==> src/rtl/load_store_unit.sv <==
// load_store_unit: one load/store over a req/gnt/rvalid data-memory port, aligned and extended for writeback
module load_store_unit (
  input  logic        clk,
  input  logic        rst_n,
  input  logic        i_req_valid,
  output logic        o_req_ready,
  input  logic        i_mem_load,
  input  logic        i_mem_wren,
  input  logic [3:0]  i_mem_size,
  input  logic        i_mem_unsign,
  input  logic [31:0] i_addr,
  input  logic [31:0] i_wdata,
  input  logic [4:0]  i_rd_addr,
  output logic        o_dmem_req,
  output logic        o_dmem_we,
  output logic [31:0] o_dmem_addr,
  output logic [3:0]  o_dmem_be,
  output logic [31:0] o_dmem_wdata,
  input  logic        i_dmem_gnt,
  input  logic        i_dmem_rvalid,
  input  logic [31:0] i_dmem_rdata,
  output logic        o_rsp_valid,
  output logic [31:0] o_rsp_rdata,
  output logic [4:0]  o_rsp_rd_addr,
  output logic        o_rsp_err
);
  typedef enum logic [1:0] {IDLE, REQ, WAIT, RESP} state_t;
  state_t      r_state, w_next;
  logic        r_we, r_uns;
  logic [3:0]  r_size;
  logic [31:0] r_addr, r_wdata;
  logic [4:0]  r_rd;
  logic        w_accept, w_bad_op, w_bad_size, w_misal, w_err;
  logic        w_src_we;
  logic [3:0]  w_src_size;
  logic [31:0] w_src_addr, w_src_wdata, w_shift, w_ext;
  logic        w_dmem_req, w_dmem_we, w_rsp_valid, w_rsp_err, w_load_done;
  logic [31:0] w_dmem_addr, w_dmem_wdata, w_rsp_rdata;
  logic [3:0]  w_dmem_be;
  logic [4:0]  w_rsp_rd_addr;

  assign o_req_ready = r_state == IDLE;
  assign w_accept    = i_req_valid && o_req_ready;
  assign w_bad_op    = i_mem_load == i_mem_wren;
  assign w_bad_size  = !(i_mem_size == 4'b0001 || i_mem_size == 4'b0011 || i_mem_size == 4'b1111);
  assign w_misal     = (i_mem_size == 4'b0011 && i_addr[0]) || (i_mem_size == 4'b1111 && i_addr[1:0] != 2'b00);
  assign w_err       = w_bad_op || w_bad_size || w_misal;

  // Request fields come straight from the inputs on the accept cycle, from the captured copy afterwards
  assign w_src_we    = o_req_ready ? i_mem_wren : r_we;
  assign w_src_size  = o_req_ready ? i_mem_size : r_size;
  assign w_src_addr  = o_req_ready ? i_addr : r_addr;
  assign w_src_wdata = o_req_ready ? i_wdata : r_wdata;

  assign w_shift = i_dmem_rdata >> {r_addr[1:0], 3'b000};
  assign w_ext   = r_size == 4'b0001 ? {{24{~r_uns & w_shift[7]}}, w_shift[7:0]}
                 : r_size == 4'b0011 ? {{16{~r_uns & w_shift[15]}}, w_shift[15:0]}
                 : w_shift;

  // State register
  always_ff @(posedge clk or negedge rst_n)
    if (!rst_n) r_state <= IDLE;
    else        r_state <= w_next;

  // Next state: errors skip the memory entirely, stores skip WAIT
  always_comb begin
    w_next = r_state;
    case (r_state)
      IDLE:    w_next = w_accept ? (w_err ? RESP : REQ) : IDLE;
      REQ:     w_next = i_dmem_gnt ? (r_we ? RESP : WAIT) : REQ;
      WAIT:    w_next = i_dmem_rvalid ? RESP : WAIT;
      default: w_next = IDLE;
    endcase
  end

  // Output values for the coming cycle, derived from the state being entered
  always_comb begin
    w_dmem_req    = w_next == REQ;
    w_dmem_we     = w_dmem_req && w_src_we;
    w_dmem_addr   = w_dmem_req ? {w_src_addr[31:2], 2'b00} : 32'd0;
    w_dmem_be     = w_dmem_we ? w_src_size << w_src_addr[1:0] : 4'd0;
    w_dmem_wdata  = w_dmem_we ? w_src_wdata << {w_src_addr[1:0], 3'b000} : 32'd0;
    w_rsp_valid   = w_next == RESP;
    w_rsp_err     = w_rsp_valid && r_state == IDLE;
    w_load_done   = w_rsp_valid && r_state == WAIT;
    w_rsp_rdata   = w_load_done ? w_ext : 32'd0;
    w_rsp_rd_addr = w_load_done ? r_rd : 5'd0;
  end

  // Capture the operation on accept so the pipeline inputs may change afterwards
  always_ff @(posedge clk or negedge rst_n)
    if (!rst_n) begin
      r_we    <= 1'b0;
      r_uns   <= 1'b0;
      r_size  <= 4'd0;
      r_addr  <= 32'd0;
      r_wdata <= 32'd0;
      r_rd    <= 5'd0;
    end else if (w_accept) begin
      r_we    <= i_mem_wren;
      r_uns   <= i_mem_unsign;
      r_size  <= i_mem_size;
      r_addr  <= i_addr;
      r_wdata <= i_wdata;
      r_rd    <= i_rd_addr;
    end

  // Registered outputs
  always_ff @(posedge clk or negedge rst_n)
    if (!rst_n) begin
      o_dmem_req    <= 1'b0;
      o_dmem_we     <= 1'b0;
      o_dmem_addr   <= 32'd0;
      o_dmem_be     <= 4'd0;
      o_dmem_wdata  <= 32'd0;
      o_rsp_valid   <= 1'b0;
      o_rsp_rdata   <= 32'd0;
      o_rsp_rd_addr <= 5'd0;
      o_rsp_err     <= 1'b0;
    end else begin
      o_dmem_req    <= w_dmem_req;
      o_dmem_we     <= w_dmem_we;
      o_dmem_addr   <= w_dmem_addr;
      o_dmem_be     <= w_dmem_be;
      o_dmem_wdata  <= w_dmem_wdata;
      o_rsp_valid   <= w_rsp_valid;
      o_rsp_rdata   <= w_rsp_rdata;
      o_rsp_rd_addr <= w_rsp_rd_addr;
      o_rsp_err     <= w_rsp_err;
    end
endmodule

==> config.mk <==
export PLATFORM = sky130hd
export DESIGN_NAME = load_store_unit
export DESIGN_NICKNAME = d
export VERILOG_FILES = /design/src/rtl/load_store_unit.sv
export SDC_FILE = /design/constraint.sdc
export NUM_CORES = 1
export LEC_CHECK = 0
export CORE_ASPECT_RATIO = 1.75
export CORE_MARGIN = 8
export CORE_UTILIZATION = 28
export DETAILED_ROUTE_END_ITERATION = 10
export SYNTH_ARGS = -nofsm -noshare
export SYNTH_HDL_FRONTEND = slang
export SYNTH_SLANG_ARGS = --single-unit
==> constraint.sdc <==
create_clock -name clk -period 2.05 [get_ports clk]
set_input_delay 0.205 -clock clk [delete_from_list [all_inputs] [get_ports clk]]
set_output_delay 0.205 -clock clk [all_outputs]
set_load 0.02 [all_outputs]
==> impl_metrics.ini <==
[status]
outcome = finished clean

[finish]
drive_gt1_share_pct = 8.47
mostFrequentLayoutCells = nand2_1, clkdlybuf4s50_1, dfrtp_1
area_growth_syn_to_layout_pct = 41.6
ff_latch_area_um2 = 4610
final_common_cell = nand2_1
n_fill_cell = 2933
num-nets-final = 1222
multi_input_area_um2 = 3420
final_cells = 1507

[power]
pwr-share-clk_pct = 21.5
sw_frac_of_total_pct = 39.7
p_int_mw = 9.38
ir_drop_uv = 643
p_leak_nw = 5.56
powerDensity_nw_per_um2 = 1320
p_switching_mw = 6.18
p_comb_share_pct = 44.1
seqPwrFrac_pct = 34.4

[synth]
syn_area_um2 = 8310
yosys_warnings = 0
ys_seq_area_share_pct = 55.4
synth_edf_count = 0
ys_seq_elements = 184
syn_avg_cell_area_um2 = 9.40
async_flop_share_pct = 100
synth.distinct_cells = 45
postSynthCellCount = 884
ys.flop_type = dfrtp_1

[job]
cap_violations = 0

[global_route]
groute.usage.overall_pct = 15.2
overflow = 0
antenna_found_initial = 3
grt_max_degree = 62
grt_pass1_vias = 7411
grt_first_pass_wirelength_mm = 42.2

[setup_path]
critPathArrivalTime_ns = 2.29
crit_fanout = 8
crit_path_start_kind = flip-flop
crit_type = flip-flop to flip-flop
cp-end-kind = flip-flop
cp.required_ns = 2.41
reg2reg_slack_ns = 0.12

[hold_path]
hp-class = primary input to flip-flop

[detailed_routing]
drtIter0Drc = 253
routed_wl_mm = 26.8
firstDrtPassIters = 4
drcViolationCount = 0
via_per_inst = 4.63
vias = 6977
wl_per_cell_um = 17.8
final_antenna_net_count = 0

[floorplan]
die-area_um2 = 35700
io_pins = 223
core_um2 = 29300
rows = 83
dieWidth_um = 146
die_h_um = 244
initial_core_util_pct = 28.4

[placement]
place.gp.congestion = 0.835
portBuffers = 220
dp.cells = 1471
dp_hpwl_mm = 19.8
pre_cts_slack_ns = -0.0688

[timing]
rsz0062_at_grt = no
fin_crit_sh_pct = 94.1
hold_viol = 0
timing.final.crit_period_ns = 1.93
hold_slack_ns = 0.274
clock-skew-final_ns = 0.0114
slew_violations = 0
setup_ws_ns = 0.120
clock.fmax_ghz = 0.518
finalSetupViolCount = 0
worst_pin_slew_ns = 0.527
slew_headroom_pct = 64.7

[cts]
path_clk_slew_ns = 0.07
ctsHtreeMaxLevel = 4
cts_tree = yes
cts_buffers = 17
clockBufferDepth = 2
worstSkewPairLatency_ns = 0.45
clockRootBuffer = clkbuf_16
cts_sinks = 184
area by class of cell:
class,instances,share of cell area [%]
antenna,3,0.0638
clock buffer,18,3.65
clock inverter,14,1.39
inverter,4,0.128
multi-input combinational,637,29.1
sequential,184,39.1
tap,382,4.06
timing repair buffer,265,22.5
routing by layer:
layer  track usage, %  vias up  routed length [µm]
met5                0        -                   0
met4             8.86        0                1210
met3             4.38       52                1630
met2             26.3      211               13900
met1             16.3     3337               10100
li1                 -     3377                   -
power by group through the flow:
stage / Combinational (mW) / Sequential [mW] / Clock, mW
floorplan: 3.79 / 5.76 / 0
global placement: 6.86 / 5.40 / 0
detailed placement: 6.93 / 5.43 / 0
CTS: 6.94 / 5.37 / 3.43
global route: 7.61 / 5.49 / 3.57
finish: 6.86 / 5.36 / 3.34
through the flow:
| stage | total power, mW | area [µm²] | utilization, % | setup TNS (ns) |
|---|---|---|---|---|
| floorplan | 9.56 | 8310 | - | 0 |
| global placement | 12.3 | 11200 | 38.1 | -0.513 |
| detailed placement | 12.4 | 11200 | 38.1 | -1.21 |
| CTS | 15.7 | 11800 | 40.1 | 0 |
| global route | 16.7 | 11800 | 40.2 | 0 |
| finish | 15.6 | 11800 | 40.2 | 0 |
what timing repair did:
action,CTS,global route
setup endpoints to repair,1,22
buffers inserted,0,0
hold buffers,1,0
endpoints found under the hold margin,53,0
resized for setup,3,2
cell families after synthesis:
kind of cell | after synthesis | share of synthesized area (%)
XOR/XNOR | 1 | 0.105
other | 1 | 0.0451
multiplexers | 79 | 9.79
AND/OR/NAND/NOR | 441 | 22.4
buffers and inverters | 64 | 3.48
flip-flops | 184 | 55.4
AO/OA/AOI/OAI | 114 | 8.78
critical path, stage by stage, from the launching register on:
cell      delay (ns)
dfrtp_1         0.38
buf_4           0.15
nand3b_2        0.24
or3_1           0.42
a2111o_1        0.50
o21ai_0         0.14
final timing paths:
path,cells after the start,end,startpoint
setup / recovery,5,o_rsp_rdata[17]$_DFF_PN0_,r_state[0]$_DFF_PN0_
hold / removal,3,r_rd[2]$_DFFE_PN0N_,i_rd_addr[2]
setup reg to reg,5,o_rsp_rdata[17]$_DFF_PN0_,r_state[0]$_DFF_PN0_
hold reg to reg,2,r_rd[2]$_DFFE_PN0N_,r_rd[2]$_DFFE_PN0N_
max in group asynchronous,3,o_rsp_rdata[17]$_DFF_PN0_,rst_n
min in group asynchronous,2,o_rsp_rd_addr[1]$_DFF_PN0_,rst_n
synthesized netlist by cell type (2+ instances only):
master	n	area, µm²
a21oi_1	57	285
a2111oi_0	5	43.8
nor2_1	10	37.5
nand2_1	344	1290
a21o_1	9	67.6
and2_1	8	50.1
dfrtp_1	184	4600
a211oi_1	14	105
nand3b_1	2	15.0
buf_2	18	90.1
and3b_1	3	26.3
clkbuf_1	31	116
buf_6	2	22.5
nor4_1	11	68.8
o21ai_1	2	10.0
nor3b_1	2	15.0
mux2i_1	75	751
inv_1	3	11.3
nor2b_1	14	87.6
buf_1	6	22.5
nand3_1	23	115
a2111oi_4	2	55.1
or3_1	10	62.6
o21ai_0	17	85.1
buf_4	3	22.5
a21boi_0	2	15.0
nor3_1	9	45.0
flip-flops by register name, indices dropped and copies added, names as in the netlist:
signal,flops
o_dmem_wdata,32
o_rsp_rdata,32
r_addr,32
r_wdata,32
o_dmem_addr,30
o_rsp_rd_addr,5
r_rd,5
o_dmem_be,4
r_size,4
r_state,2
o_dmem_req,1
o_dmem_we,1
o_rsp_err,1
o_rsp_valid,1
r_uns,1
r_we,1
Note: power is estimated with default switching activity, not from simulation.
